## src/rtl/omr_grade_sequencer.sv

```systemverilog
// ============================================================================
// Module   : omr_grade_sequencer
// Brief    : Holds an OMR answer key and grades student sheets one question per
//            cycle, reporting correct/wrong/blank counts and a clamped score.
// Revision : 1.0 - initial release
// ============================================================================
`default_nettype none

module omr_grade_sequencer #(
  parameter int NUM_Q       = 10,
  parameter int ANS_W       = 4,
  parameter int CNT_W       = 4,
  parameter int SHEET_CNT_W = 8
) (
  input  logic                     clk,
  input  logic                     reset,
  input  logic                     key_valid,
  input  logic [NUM_Q*ANS_W-1:0]   key_data,
  output logic                     key_ready,
  input  logic                     sheet_valid,
  input  logic [NUM_Q*ANS_W-1:0]   sheet_data,
  output logic                     sheet_ready,
  output logic                     result_valid,
  input  logic                     result_ready,
  output logic [CNT_W-1:0]         correct_cnt,
  output logic [CNT_W-1:0]         wrong_cnt,
  output logic [CNT_W-1:0]         blank_cnt,
  output logic [CNT_W-1:0]         score,
  output logic [SHEET_CNT_W-1:0]   sheets_graded,
  output logic                     key_loaded,
  output logic                     busy
);

  localparam logic [CNT_W-1:0]       c_last_q  = CNT_W'(NUM_Q - 1);
  localparam logic [CNT_W-1:0]       c_one     = CNT_W'(1);
  localparam logic [SHEET_CNT_W-1:0] c_one_sht = SHEET_CNT_W'(1);

  typedef enum logic [1:0] {
    S_NO_KEY     = 2'd0,
    S_WAIT_SHEET = 2'd1,
    S_GRADE      = 2'd2,
    S_DONE       = 2'd3
  } state_t;

  state_t                   r_state;
  state_t                   w_state_next;
  logic [NUM_Q*ANS_W-1:0]   r_key;
  logic [NUM_Q*ANS_W-1:0]   r_sheet;
  logic [CNT_W-1:0]         r_q_idx;

  logic                     w_key_hs;
  logic                     w_sheet_hs;
  logic                     w_res_hs;
  logic                     w_last;
  logic [ANS_W-1:0]         w_stu;
  logic [ANS_W-1:0]         w_ref;
  logic                     w_blank;
  logic                     w_match;
  logic                     w_miss;
  logic [CNT_W-1:0]         w_correct_nxt;
  logic [CNT_W-1:0]         w_wrong_nxt;
  logic [CNT_W-1:0]         w_blank_nxt;
  logic [CNT_W-1:0]         w_score_nxt;

  // Handshake qualifiers use only state decode for ready/valid, so no input
  // ever reaches a ready or valid output combinationally.
  always_comb begin
    w_state_next = r_state;
    key_ready    = 1'b0;
    sheet_ready  = 1'b0;
    result_valid = 1'b0;
    busy         = 1'b0;
    w_key_hs     = 1'b0;
    w_sheet_hs   = 1'b0;
    w_res_hs     = 1'b0;
    case (r_state)
      S_NO_KEY: begin
        key_ready = 1'b1;
        w_key_hs  = key_valid;
        if (key_valid) w_state_next = S_WAIT_SHEET;
      end
      S_WAIT_SHEET: begin
        key_ready   = 1'b1;
        sheet_ready = 1'b1;
        w_key_hs    = key_valid;
        w_sheet_hs  = sheet_valid;
        if (sheet_valid) w_state_next = S_GRADE;
      end
      S_GRADE: begin
        busy = 1'b1;
        if (w_last) w_state_next = S_DONE;
      end
      S_DONE: begin
        busy         = 1'b1;
        result_valid = 1'b1;
        w_res_hs     = result_ready;
        if (result_ready) w_state_next = S_WAIT_SHEET;
      end
      default: w_state_next = S_NO_KEY;
    endcase
  end

  always_ff @(posedge clk) begin
    if (reset) r_state <= S_NO_KEY;
    else       r_state <= w_state_next;
  end

  assign w_last  = (r_q_idx == c_last_q);
  assign w_stu   = ANS_W'(r_sheet >> (r_q_idx * ANS_W));
  assign w_ref   = ANS_W'(r_key   >> (r_q_idx * ANS_W));
  assign w_blank = (w_stu == '0);
  assign w_match = !w_blank && (w_stu == w_ref);
  assign w_miss  = !w_blank && (w_stu != w_ref);

  assign w_correct_nxt = correct_cnt + {{(CNT_W-1){1'b0}}, w_match};
  assign w_wrong_nxt   = wrong_cnt   + {{(CNT_W-1){1'b0}}, w_miss};
  assign w_blank_nxt   = blank_cnt   + {{(CNT_W-1){1'b0}}, w_blank};
  assign w_score_nxt   = (w_correct_nxt > w_wrong_nxt) ? (w_correct_nxt - w_wrong_nxt) : '0;

  // Key write and sheet capture are independent, so a simultaneous key and
  // sheet handshake grades the sheet against the new key.
  always_ff @(posedge clk) begin
    if (reset) begin
      r_key         <= '0;
      r_sheet       <= '0;
      r_q_idx       <= '0;
      key_loaded    <= 1'b0;
      correct_cnt   <= '0;
      wrong_cnt     <= '0;
      blank_cnt     <= '0;
      score         <= '0;
      sheets_graded <= '0;
    end else begin
      if (w_key_hs) begin
        r_key      <= key_data;
        key_loaded <= 1'b1;
      end
      if (w_sheet_hs) begin
        r_sheet     <= sheet_data;
        r_q_idx     <= '0;
        correct_cnt <= '0;
        wrong_cnt   <= '0;
        blank_cnt   <= '0;
        score       <= '0;
      end
      if (r_state == S_GRADE) begin
        correct_cnt <= w_correct_nxt;
        wrong_cnt   <= w_wrong_nxt;
        blank_cnt   <= w_blank_nxt;
        if (w_last) score   <= w_score_nxt;
        else        r_q_idx <= r_q_idx + c_one;
      end
      if (w_res_hs) sheets_graded <= sheets_graded + c_one_sht;
    end
  end

endmodule

`default_nettype wire

```

## config.mk

```make
export PLATFORM = sky130hd
export DESIGN_NAME = omr_grade_sequencer
export DESIGN_NICKNAME = d
export VERILOG_FILES = /design/src/rtl/omr_grade_sequencer.sv
export SDC_FILE = /design/constraint.sdc
export NUM_CORES = 1
export LEC_CHECK = 0
export CAP_MARGIN = 20
export CORE_UTILIZATION = 47
export CTS_BUF_LIST = sky130_fd_sc_hd__clkbuf_4 sky130_fd_sc_hd__clkbuf_8
export CTS_CLUSTER_DIAMETER = 200
export DETAILED_ROUTE_END_ITERATION = 7
export PLACE_DENSITY = 0.78
export SETUP_SLACK_MARGIN = 0.5
export SLEW_MARGIN = 20
export SYNTH_ARGS = -nofsm -noshare
export SYNTH_HDL_FRONTEND = slang
export SYNTH_SLANG_ARGS = --single-unit
```

## constraint.sdc

```tcl
create_clock -name clk -period 3.85 [get_ports clk]
set_input_delay 0.9625 -clock clk [delete_from_list [all_inputs] [get_ports clk]]
set_output_delay 0.9625 -clock clk [all_outputs]
set_load 0.05 [all_outputs]
```

==> reports/summary.txt, run 1 <==
CTS tree = done
Detail Route Antenna Nets = 0
Synth cell types = 44
Asr flop ratio synth = 0
Area Overhead vs Synth = 33.3%
Worst Path Arrival = 3.95 ns
CTS HTree Levels = 3
Comb power frac = 0.358
Number of synthesized flops with an enable pin = 0
All-Layer GR Usage = 0.224
Total wire length = 12600 um
Slowest CP cell = mux4_2
Clock Path Buffers = 2
Diode count = 0
Worst VDD drop = 0.331 mV
Synth Instances = 617
Max incr delay on CP = 0.52 ns
Synth area leaders = dfxtp_1, nand2_1, a21oi_1
Area of the die = 11300 sq um
Fillers = 841
DR vias = 4624
CP Data Required Time = 4.11 ns
Initial core utilization = 0.491
First-pass GRT wire length = 20300 um
Starting DRT DRC Count = 208
Hold_buf cts = 0
Placed Cells = 835
Crit start category = flop
Syn Std Cell Area = 5110 sq um
Via density = 5.39
Share of the synthesized area in the top cell type = 0.435
# IOs = 114
Sw Share = 0.365
Share of cells above drive strength 1 = 0.114
P_sw = 1.18 mW
Final Hold Viols = 0
Slew margin rel. = 0.653
TritonCTS buffer count = 9
Initial antenna violation count = 0
Sink Count = 111
Power share of the clock group = 0.216
Seq pwr share = 0.426
Min-Delay Path Class = flop to flop
Clk root buf = clkbuf_8
Count leader, synth = nand2_1
Status = completed
Cell Int Power = 2.06 mW
Wirelength per Cell = 14.7 um
Die Ht = 106 um
Drc violations = 0
Input/output buffers = 113
Crit Path Category = flop to flop
Core Util, Final = 0.654
Syn avg cell area = 8.28 sq um
Ys flop type = dfxtp_1
Post-route clock period utilization = 0.959
Final setup violation count = 0
Setup Skew = 0.0120 ns
Yosys Warn Count = 0
Crit path top cell by count = nor2_1
Max-cap violation count = 0
Fmax = 0.271 GHz
CP Capture Type = flop
Pleak = 2.42 nW
Total grt overflow = 0
Critical path fanouts, max = 5
Pins Over Slew Limit = 0
Chip width = 106 um
Num rows = 37
Sequential area share after synthesis = 0.435
Worst Tran Pin Value = 0.518 ns
Fin crit period = 3.69 ns
Placer congestion estimate = 0.836
RSZ-0062 raised after global routing = true
Detailed Place HPWL = 8770 um
Vias in the first global route = 4444
Clock-pin slew on the worst setup and hold paths = 0.11 ns
Post-synth net total = 722
Largest net degree at the start of global routing = 112
Cell Pwr Density = 477 nW/um^2
First-pass iteration count of the detailed router = 4
Clk Latency, worst-skew pair = 0.37 ns
Post-synth top cells = nand2_1, dfxtp_1, a21oi_1
Largest area contributor in the netlist = dfxtp_1
Core Footprint = 10400 sq um
CP Cell Sequence = clkbuf_16 > mux4_2 > a22oi_2 > o21ai_1 > xnor2_2 > nor4_4 > nor2_1 > ha_2 > ha_4 > inv_4 > fa_2 > a21oi_2 > nor2b_2 > o2111ai_2 > a41oi_2 > a22oi_1 > nor2_1
Nets = 822
Yosys reg bits = 111
Cell Count, Final, Fillers Out = 858
## sequential cells by signal, indices dropped and copies added (netlist names)
signal         count
sheets_graded      8
r_key             40
blank_cnt          4
r_q_idx            4
wrong_cnt          4
key_loaded         1
r_sheet           40
score              4
r_state            2
correct_cnt        4
## critical path: cells and delay by family, from the launching register on
kind	cells	cell delay [ns]
fa+ha+maj	3	0.90
compound gates	6	0.85
simple gates	4	0.54
mux	1	0.52
flops	1	0.40
buf+inv	2	0.19
xor+xnor	1	0.18
## cells by family (layout without fill, tap and decap cells)
| kind of cell | after synthesis | in the layout | share of synthesized area |
|---|---|---|---|
| AND/OR/NAND/NOR | 250 | 250 | 0.200 |
| AO/OA/AOI/OAI | 134 | 134 | 0.149 |
| flip-flops | 111 | 111 | 0.435 |
| buffers and inverters | 52 | 157 | 0.0414 |
| multiplexers | 34 | 34 | 0.0962 |
| adder cells (fa/ha/maj) | 20 | 20 | 0.0504 |
| XOR/XNOR | 16 | 16 | 0.0274 |
## placed cells by master (no fill, tap or decap), types with 5 or more instances in the layout
cell type        instances
a21oi_1                 95
o21ai_0                  6
nand3_1                  5
a31oi_1                  5
mux2i_1                 21
nand2_1                178
xnor2_1                  6
nor2_1                  39
clkdlybuf4s50_1        112
nor2b_1                  7
mux4_2                  12
clkbuf_8                 9
a22oi_2                  5
buf_4                   14
inv_1                    6
xor2_1                   6
dfxtp_1                110
ha_1                    13
## timing repair
item	4_1_cts	5_1_grt
setup endpoints to repair	4	4
buffers inserted	3	2
resized for setup	3	21
cloned	0	1
pin swaps	6	13
## cell type report
class | count | area, sq um | share of cell area
clock buffers | 9 | 124 | 0.0182
clock inverters | 7 | 81.3 | 0.0119
inverters | 9 | 36.3 | 0.00533
multi-input cells | 454 | 2830 | 0.416
flip-flops and latches | 111 | 2230 | 0.327
well taps | 136 | 170 | 0.0250
repair buffers | 132 | 1340 | 0.197
## stage by stage
| step | total power, mW | TNS [ns] | setup WS [ns] | hold WS, ns | instance area [sq um] |
|---|---|---|---|---|---|
| 6_report | 3.25 | 0 | 0.159 | 0.465 | 6810 |
| 5_1_grt | 3.43 | -0.0962 | -0.0381 | 0.482 | 6810 |
| 4_1_cts | 3.18 | 0 | 0.109 | 0.465 | 6640 |
| 3_5_place_dp | 2.47 | -0.127 | -0.0516 | 0.447 | 6380 |
| 3_3_place_gp | 2.43 | 0 | 0.0636 | 0.442 | 6380 |
| 2_1_floorplan | 2.15 | 0 | 0.366 | 0.433 | 5170 |
## per-layer routing
metal	vias to the layer above	global-route usage	share of wire
met4	0	0.0744	0.020
met3	20	0.0337	0.046
li1	2278	-	-
met5	-	0	0
met1	2206	0.293	0.44
met2	120	0.378	0.50
## power by group through the flow
stage | combinational (mW) | clock [mW] | sequential, mW
after global placement | 1.01 | 0 | 1.42
final | 1.16 | 0.701 | 1.38
after global routing | 1.28 | 0.755 | 1.40
after CTS | 1.09 | 0.709 | 1.38
after detailed placement | 1.05 | 0 | 1.42
after floorplan | 0.750 | 0 | 1.40
## final timing paths
path	from	end	slack [ns]	cells past startpoint
max	r_q_idx[0]	score[3]	0.16	17
min	r_sheet[12]	r_sheet[12]	0.46	2
max reg2reg	r_q_idx[0]	score[3]	0.16	17
min reg2reg	r_sheet[12]	r_sheet[12]	0.46	2
Power figures use the tool's default switching activity.
==> run 2, diff against run 1 <==
--- a/config.mk
+++ b/config.mk
@@ -6,6 +6,7 @@
 export NUM_CORES = 1
 export LEC_CHECK = 0
 export CAP_MARGIN = 20
+export CORE_MARGIN = 2
 export CORE_UTILIZATION = 47
 export CTS_BUF_LIST = sky130_fd_sc_hd__clkbuf_4 sky130_fd_sc_hd__clkbuf_8
 export CTS_CLUSTER_DIAMETER = 200
==> run 2 against run 1 <==
  * Global-route usage is 0.60 points lower
  * Sequential share of layout area is 0.090 points lower
  * Die area is 3.8% higher
  * Hold slack worse by 0.0088 ns
  * Count of clock-buffer cells in the layout stayed put
  * Sequential power hardly changed
==> reports/summary.txt, run 2 (synthesis results as in run 1) <==
Pleak = 2.42 nW (about the same)
CP Capture Type = flop (unchanged)
RSZ-0062 raised after global routing = true (unchanged)
Total grt overflow = 0 (unchanged)
Drc violations = 0 (unchanged)
Post-route clock period utilization = 0.990 (was 0.959)
First-pass GRT wire length = 20400 um (was 20300 um)
Final setup violation count = 0 (unchanged)
Detail Route Antenna Nets = 0 (unchanged)
Num rows = 38 (was 37)
Status = completed (unchanged)
Fmax = 0.262 GHz (was 0.271 GHz)
Clk root buf = clkbuf_8 (unchanged)
# IOs = 114 (unchanged)
P_sw = 1.16 mW (was 1.18 mW)
Slew margin rel. = 0.242 (was 0.653)
Diode count = 0 (unchanged)
CTS tree = done (unchanged)
Cell Int Power = 2.08 mW (was 2.06 mW)
Nets = 828 (was 822)
Worst VDD drop = 0.265 mV (was 0.331 mV)
CTS HTree Levels = 3 (unchanged)
Sw Share = 0.359 (was 0.365)
Area Overhead vs Synth = 33.6% (was 33.3%)
Comb power frac = 0.370 (was 0.358)
Cell Pwr Density = 475 nW/um^2 (was 477 nW/um^2)
Area of the die = 11700 sq um (was 11300 sq um)
Clock Path Buffers = 2 (unchanged)
Clock-pin slew on the worst setup and hold paths = 0.11 ns (about the same)
Most frequent cells in the layout = nand2_1, clkdlybuf4s50_1, dfxtp_1 (unchanged)
Core Footprint = 10700 sq um (was 10400 sq um)
Initial core utilization = 0.476 (was 0.491)
Detailed Place HPWL = 8950 um (was 8770 um)
DR vias = 4589 (was 4624)
First-pass iteration count of the detailed router = 4 (unchanged)
Top flop regs = r_key (40), r_sheet (40), sheets_graded (8) (unchanged)
Core Util, Final = 0.636 (was 0.654)
Input/output buffers = 113 (unchanged)
CP Data Required Time = 4.07 ns (was 4.11 ns)
Setup Skew = 0.0139 ns (was 0.0120 ns)
Commonest non-fill, non-tap cell in the layout = nand2_1 (unchanged)
Crit start category = flop (unchanged)
Share of cells above drive strength 1 = 0.117 (was 0.114)
Placement Cell Area = 6380 sq um (about the same)
Critical path fanouts, max = 5 (unchanged)
TritonCTS buffer count = 9 (unchanged)
Power share of the clock group = 0.202 (was 0.216)
Clk Latency, worst-skew pair = 0.37 ns (about the same)
Seq pwr share = 0.428 (was 0.426)
Total wire length = 12900 um (was 12600 um)
Finished Cell Area = 6830 sq um (was 6810 sq um)
Placer congestion estimate = 0.824 (was 0.836)
Worst Path Arrival = 4.03 ns (was 3.95 ns)
Die Ht = 108 um (was 106 um)
Starting DRT DRC Count = 225 (was 208)
Hold_buf cts = 0 (unchanged)
Via density = 5.29 (was 5.39)
Crit Path Category = flop to flop (unchanged)
Min-Delay Path Class = flop to flop (unchanged)
Final Hold Viols = 0 (unchanged)
Initial antenna violation count = 0 (unchanged)
Largest net degree at the start of global routing = 112 (unchanged)
Pins Over Slew Limit = 0 (unchanged)
Worst Tran Pin Value = 1.14 ns (was 0.518 ns)
Max-cap violation count = 0 (unchanged)
Fin crit period = 3.81 ns (was 3.69 ns)
Chip width = 108 um (was 106 um)
Sink Count = 111 (unchanged)
Setup TNS = 0 ns (unchanged)
Wirelength per Cell = 14.8 um (was 14.7 um)
Vias in the first global route = 4332 (was 4444)
All-Layer GR Usage = 0.218 (was 0.224)
==> run 2: final timing paths <==
path                             endpoint  slack, ns       start  cells past startpoint
worst max register to register   score[1]       0.04  r_q_idx[0]                     19
worst min register to register  r_key[10]       0.46   r_key[10]                      2
worst max-delay path             score[1]       0.04  r_q_idx[0]                     19
worst min-delay path            r_key[10]       0.46   r_key[10]                      2
==> run 2: layout make-up <==
| type | count | area, sq um |
|---|---|---|
| clock buffers | 9 | 124 |
| clock inverters | 7 | 63.8 |
| fillers | 879 | 3920 |
| inverters | 9 | 36.3 |
| multi-input cells | 454 | 2830 |
| flip-flops and latches | 111 | 2230 |
| well taps | 140 | 175 |
| repair buffers | 138 | 1370 |
==> run 2: per-layer routing <==
layer / part of all wire / vias to the layer above / global-route usage
li1: - / 2291 / -
met1: 0.44 / 2128 / 0.299
met2: 0.48 / 148 / 0.358
met3: 0.057 / 22 / 0.0332
met4: 0.018 / 0 / 0.0641
met5: 0 / - / 0
==> run 2: critical path, stage by stage (launching register included) <==
cell and delay, ns:
dfxtp_4 0.42, buf_12 0.11, mux4_2 0.48, a22oi_1 0.17
o21ai_1 0.13, xnor2_2 0.16, nor4_2 0.27, buf_4 0.16
nor2b_4 0.16, ha_4 0.22, inv_2 0.06, ha_4 0.13
inv_4 0.04, fa_2 0.37, a21oi_2 0.16, nor2b_2 0.06
o2111ai_2 0.23, a41oi_2 0.08, a22oi_1 0.21, nor2_1 0.06
==> run 2: power groups by stage <==
stage	Sequential [mW]	Combinational (mW)	Clock [mW]
5_1_grt	1.40	1.32	0.717
6_report	1.39	1.20	0.656
4_1_cts	1.39	1.16	0.667
3_3_place_gp	1.42	1.01	0
2_1_floorplan	1.40	0.750	0
3_5_place_dp	1.43	1.04	0
==> run 2: repair_timing <==
| action | in CTS | in global routing |
|---|---|---|
| pin swaps | 17 | 11 |
| buffers inserted | 12 | 3 |
| endpoints found under the setup margin | 4 | 4 |
| resized for setup | 13 | 9 |
==> run 2: stage by stage <==
stage               total power [mW]  setup WS (ns)  hold slack (ns)  instances
CTS                             3.21          0.113            0.460        865
detailed placement              2.47         -0.145            0.445        837
global placement                2.43         0.0680            0.440        837
global route                    3.43         -0.127            0.472        868
finish                          3.24         0.0396            0.456        868
floorplan                       2.15          0.366            0.433        617
==> run 3, diff against run 2 <==
--- a/config.mk
+++ b/config.mk
@@ -5,13 +5,12 @@
 export SDC_FILE = /design/constraint.sdc
 export NUM_CORES = 1
 export LEC_CHECK = 0
-export CAP_MARGIN = 20
 export CORE_MARGIN = 2
-export CORE_UTILIZATION = 47
+export CORE_UTILIZATION = 52
 export CTS_BUF_LIST = sky130_fd_sc_hd__clkbuf_4 sky130_fd_sc_hd__clkbuf_8
 export CTS_CLUSTER_DIAMETER = 200
 export DETAILED_ROUTE_END_ITERATION = 7
-export PLACE_DENSITY = 0.78
+export PLACE_DENSITY = 0.82
 export SETUP_SLACK_MARGIN = 0.5
 export SLEW_MARGIN = 20
 export SYNTH_ARGS = -nofsm -noshare
==> constraint.sdc (replaced) <==
create_clock -name clk -period 3.6 [get_ports clk]
set_input_delay 0.9 -clock clk [delete_from_list [all_inputs] [get_ports clk]]
set_output_delay 0.9 -clock clk [all_outputs]
set_load 0.05 [all_outputs]
==> run 3 against run 2 <==
  * The run now ends with setup timing left
  * Maximum frequency rose by 2.1%
  * Sequential power rose by 6%
  * Global-route usage rose by 3.0 points
  * Die area fell by 9.3%
  * Count of clock-buffer cells in the layout rose by 2
  * Largest cell class unchanged
  * Largest power group unchanged
  * Highest routed layer unchanged
==> reports/summary.txt, run 3 (synthesis results as in run 1) <==
Status = complete, but fails checks (was completed)
Failing checks = setup timing
# IOs = 114 (unchanged)
TritonCTS buffer count = 9 (unchanged)
CTS tree = done (unchanged)
Fillers = 755 (was 879)
Slew margin rel. = 0.258 (was 0.242)
Worst Setup Slack post-DPL = -0.341 ns (was -0.145 ns)
Commonest non-fill, non-tap cell in the layout = nand2_1 (unchanged)
Pleak = 2.43 nW (was 2.42 nW)
DR vias = 4624 (was 4589)
Initial core utilization = 0.530 (was 0.476)
CTS HTree Levels = 3 (unchanged)
Core Footprint = 9640 sq um (was 10700 sq um)
First-pass iteration count of the detailed router = 5 (was 4)
Wirelength per Cell = 14.5 um (was 14.8 um)
Input/output buffers = 113 (unchanged)
Crit Reg-Reg Startpoint = r_q_idx[0] (unchanged)
Post-route clock period utilization = 1.04 (was 0.990)
Crit Path Category = flop to flop (unchanged)
Drc violations = 0 (unchanged)
Hold path start = r_sheet[39] (was r_key[10])
Worst VDD drop = 0.245 mV (was 0.265 mV)
Detail Route Antenna Nets = 0 (unchanged)
Worst setup margin = -0.133 ns (was 0.0396 ns)
Final setup violation count = 4 (was 0)
Final Hold Viols = 0 (unchanged)
Crit start category = flop (unchanged)
Sink Count = 111 (unchanged)
Clk Latency, worst-skew pair = 0.37 ns (about the same)
Fmax = 0.268 GHz (was 0.262 GHz)
Worst Tran Pin Value = 1.11 ns (was 1.14 ns)
Clock-pin slew on the worst setup and hold paths = 0.10 ns (was 0.11 ns)
Min-Delay Path Class = flop to flop (unchanged)
Max-cap violation count = 0 (unchanged)
Initial antenna violation count = 0 (unchanged)
Largest net degree at the start of global routing = 112 (unchanged)
Vias in the first global route = 4404 (was 4332)
Area of the die = 10600 sq um (was 11700 sq um)
Pins Over Slew Limit = 0 (unchanged)
Chip width = 103 um (was 108 um)
Area Overhead vs Synth = 33.7% (was 33.6%)
Starting DRT DRC Count = 252 (was 225)
Share of cells above drive strength 1 = 0.123 (was 0.117)
Placement Cell Area = 6440 sq um (was 6380 sq um)
Clk root buf = clkbuf_8 (unchanged)
CP Data Required Time = 3.82 ns (was 4.07 ns)
First-pass GRT wire length = 20700 um (was 20400 um)
Worst Path Arrival = 3.95 ns (was 4.03 ns)
Seq. cell area = 2230 sq um (unchanged)
Total wire length = 12600 um (was 12900 um)
RSZ-0062 raised after global routing = true (unchanged)
Multi-input logic area = 2830 sq um (about the same)
Most frequent cells in the layout = nand2_1, clkdlybuf4s50_1, dfxtp_1 (unchanged)
All-Layer GR Usage = 0.248 (was 0.218)
Setup Skew = 0.00708 ns (was 0.0139 ns)
Diode count = 0 (unchanged)
Critical path fanouts, max = 10 (was 5)
Fin crit period = 3.73 ns (was 3.81 ns)
Cell Pwr Density = 510 nW/um^2 (was 475 nW/um^2)
Final hold slack = 0.462 ns (was 0.456 ns)
Hold_buf cts = 0 (unchanged)
Via density = 5.34 (was 5.29)
Total grt overflow = 0 (unchanged)
CP Capture Type = flop (unchanged)
Placer congestion estimate = 0.876 (was 0.824)
Clock Path Buffers = 2 (unchanged)
Top flop regs = r_key (40), r_sheet (40), sheets_graded (8) (unchanged)
Die Ht = 103 um (was 108 um)
Detailed Place HPWL = 9010 um (was 8950 um)
Finished Cell Area = 6840 sq um (was 6830 sq um)
Num rows = 36 (was 38)
Nets = 833 (was 828)
Crit path from = r_q_idx[0] (unchanged)
## run 3: final cells by class
cell class                 count  area share
clock buffer                  11      0.0221
timing repair buffer         143       0.202
tap                          133      0.0243
multi-input combinational    454       0.414
inverter                       9     0.00531
clock inverter                 5     0.00586
sequential                   111       0.326
## run 3: what timing repair did
action,4_1_cts,5_1_grt
buffers inserted,8,2
cloned,0,0
pin swaps,8,2
endpoints found under the setup margin,4,5
gates resized for setup,21,5
## run 3: worst paths after layout
path / slack (ns) / cells after the start / end
min reg2reg: 0.46 / 2 / r_sheet[39]
max: -0.13 / 20 / score[1]
max reg2reg: -0.13 / 20 / score[1]
min: 0.46 / 2 / r_sheet[39]
## run 3: metal layers
layer	up-vias	wire, um	track usage
li1	2292	-	-
met1	2185	5630	0.340
met2	133	6180	0.406
met3	14	592	0.0298
met4	0	191	0.0870
met5	-	0	0
## run 3: through the flow
stage / std cells / setup TNS (ns) / power, mW / utilization
floorplan: 617 / 0 / 2.30 / -
global placement: 840 / -0.428 / 2.61 / 0.668
detailed placement: 840 / -1.15 / 2.65 / 0.668
CTS: 864 / -0.257 / 3.48 / 0.705
global route: 866 / -1.15 / 3.70 / 0.709
finish: 866 / -0.419 / 3.49 / 0.709
## run 3: worst max-delay path, stage by stage (launching register included)
cell	delay, ns
dfxtp_4	0.42
buf_4	0.12
buf_4	0.20
mux2i_1	0.30
a31oi_1	0.14
a2bb2oi_2	0.20
xnor2_1	0.11
nor4_2	0.25
buf_4	0.18
nor2b_4	0.15
ha_4	0.21
inv_2	0.06
ha_4	0.13
inv_2	0.04
fa_2	0.34
a21oi_2	0.15
nor2b_2	0.06
o2111ai_2	0.19
a41oi_2	0.08
a22oi_2	0.19
nor2_1	0.06
## run 3: where the power goes
group	leakage, nW	internal, mW	total [mW]	switching, mW
logic	1.43	0.578	1.28	0.706
registers	0.905	1.38	1.48	0.101
clock network	0.0939	0.296	0.722	0.426
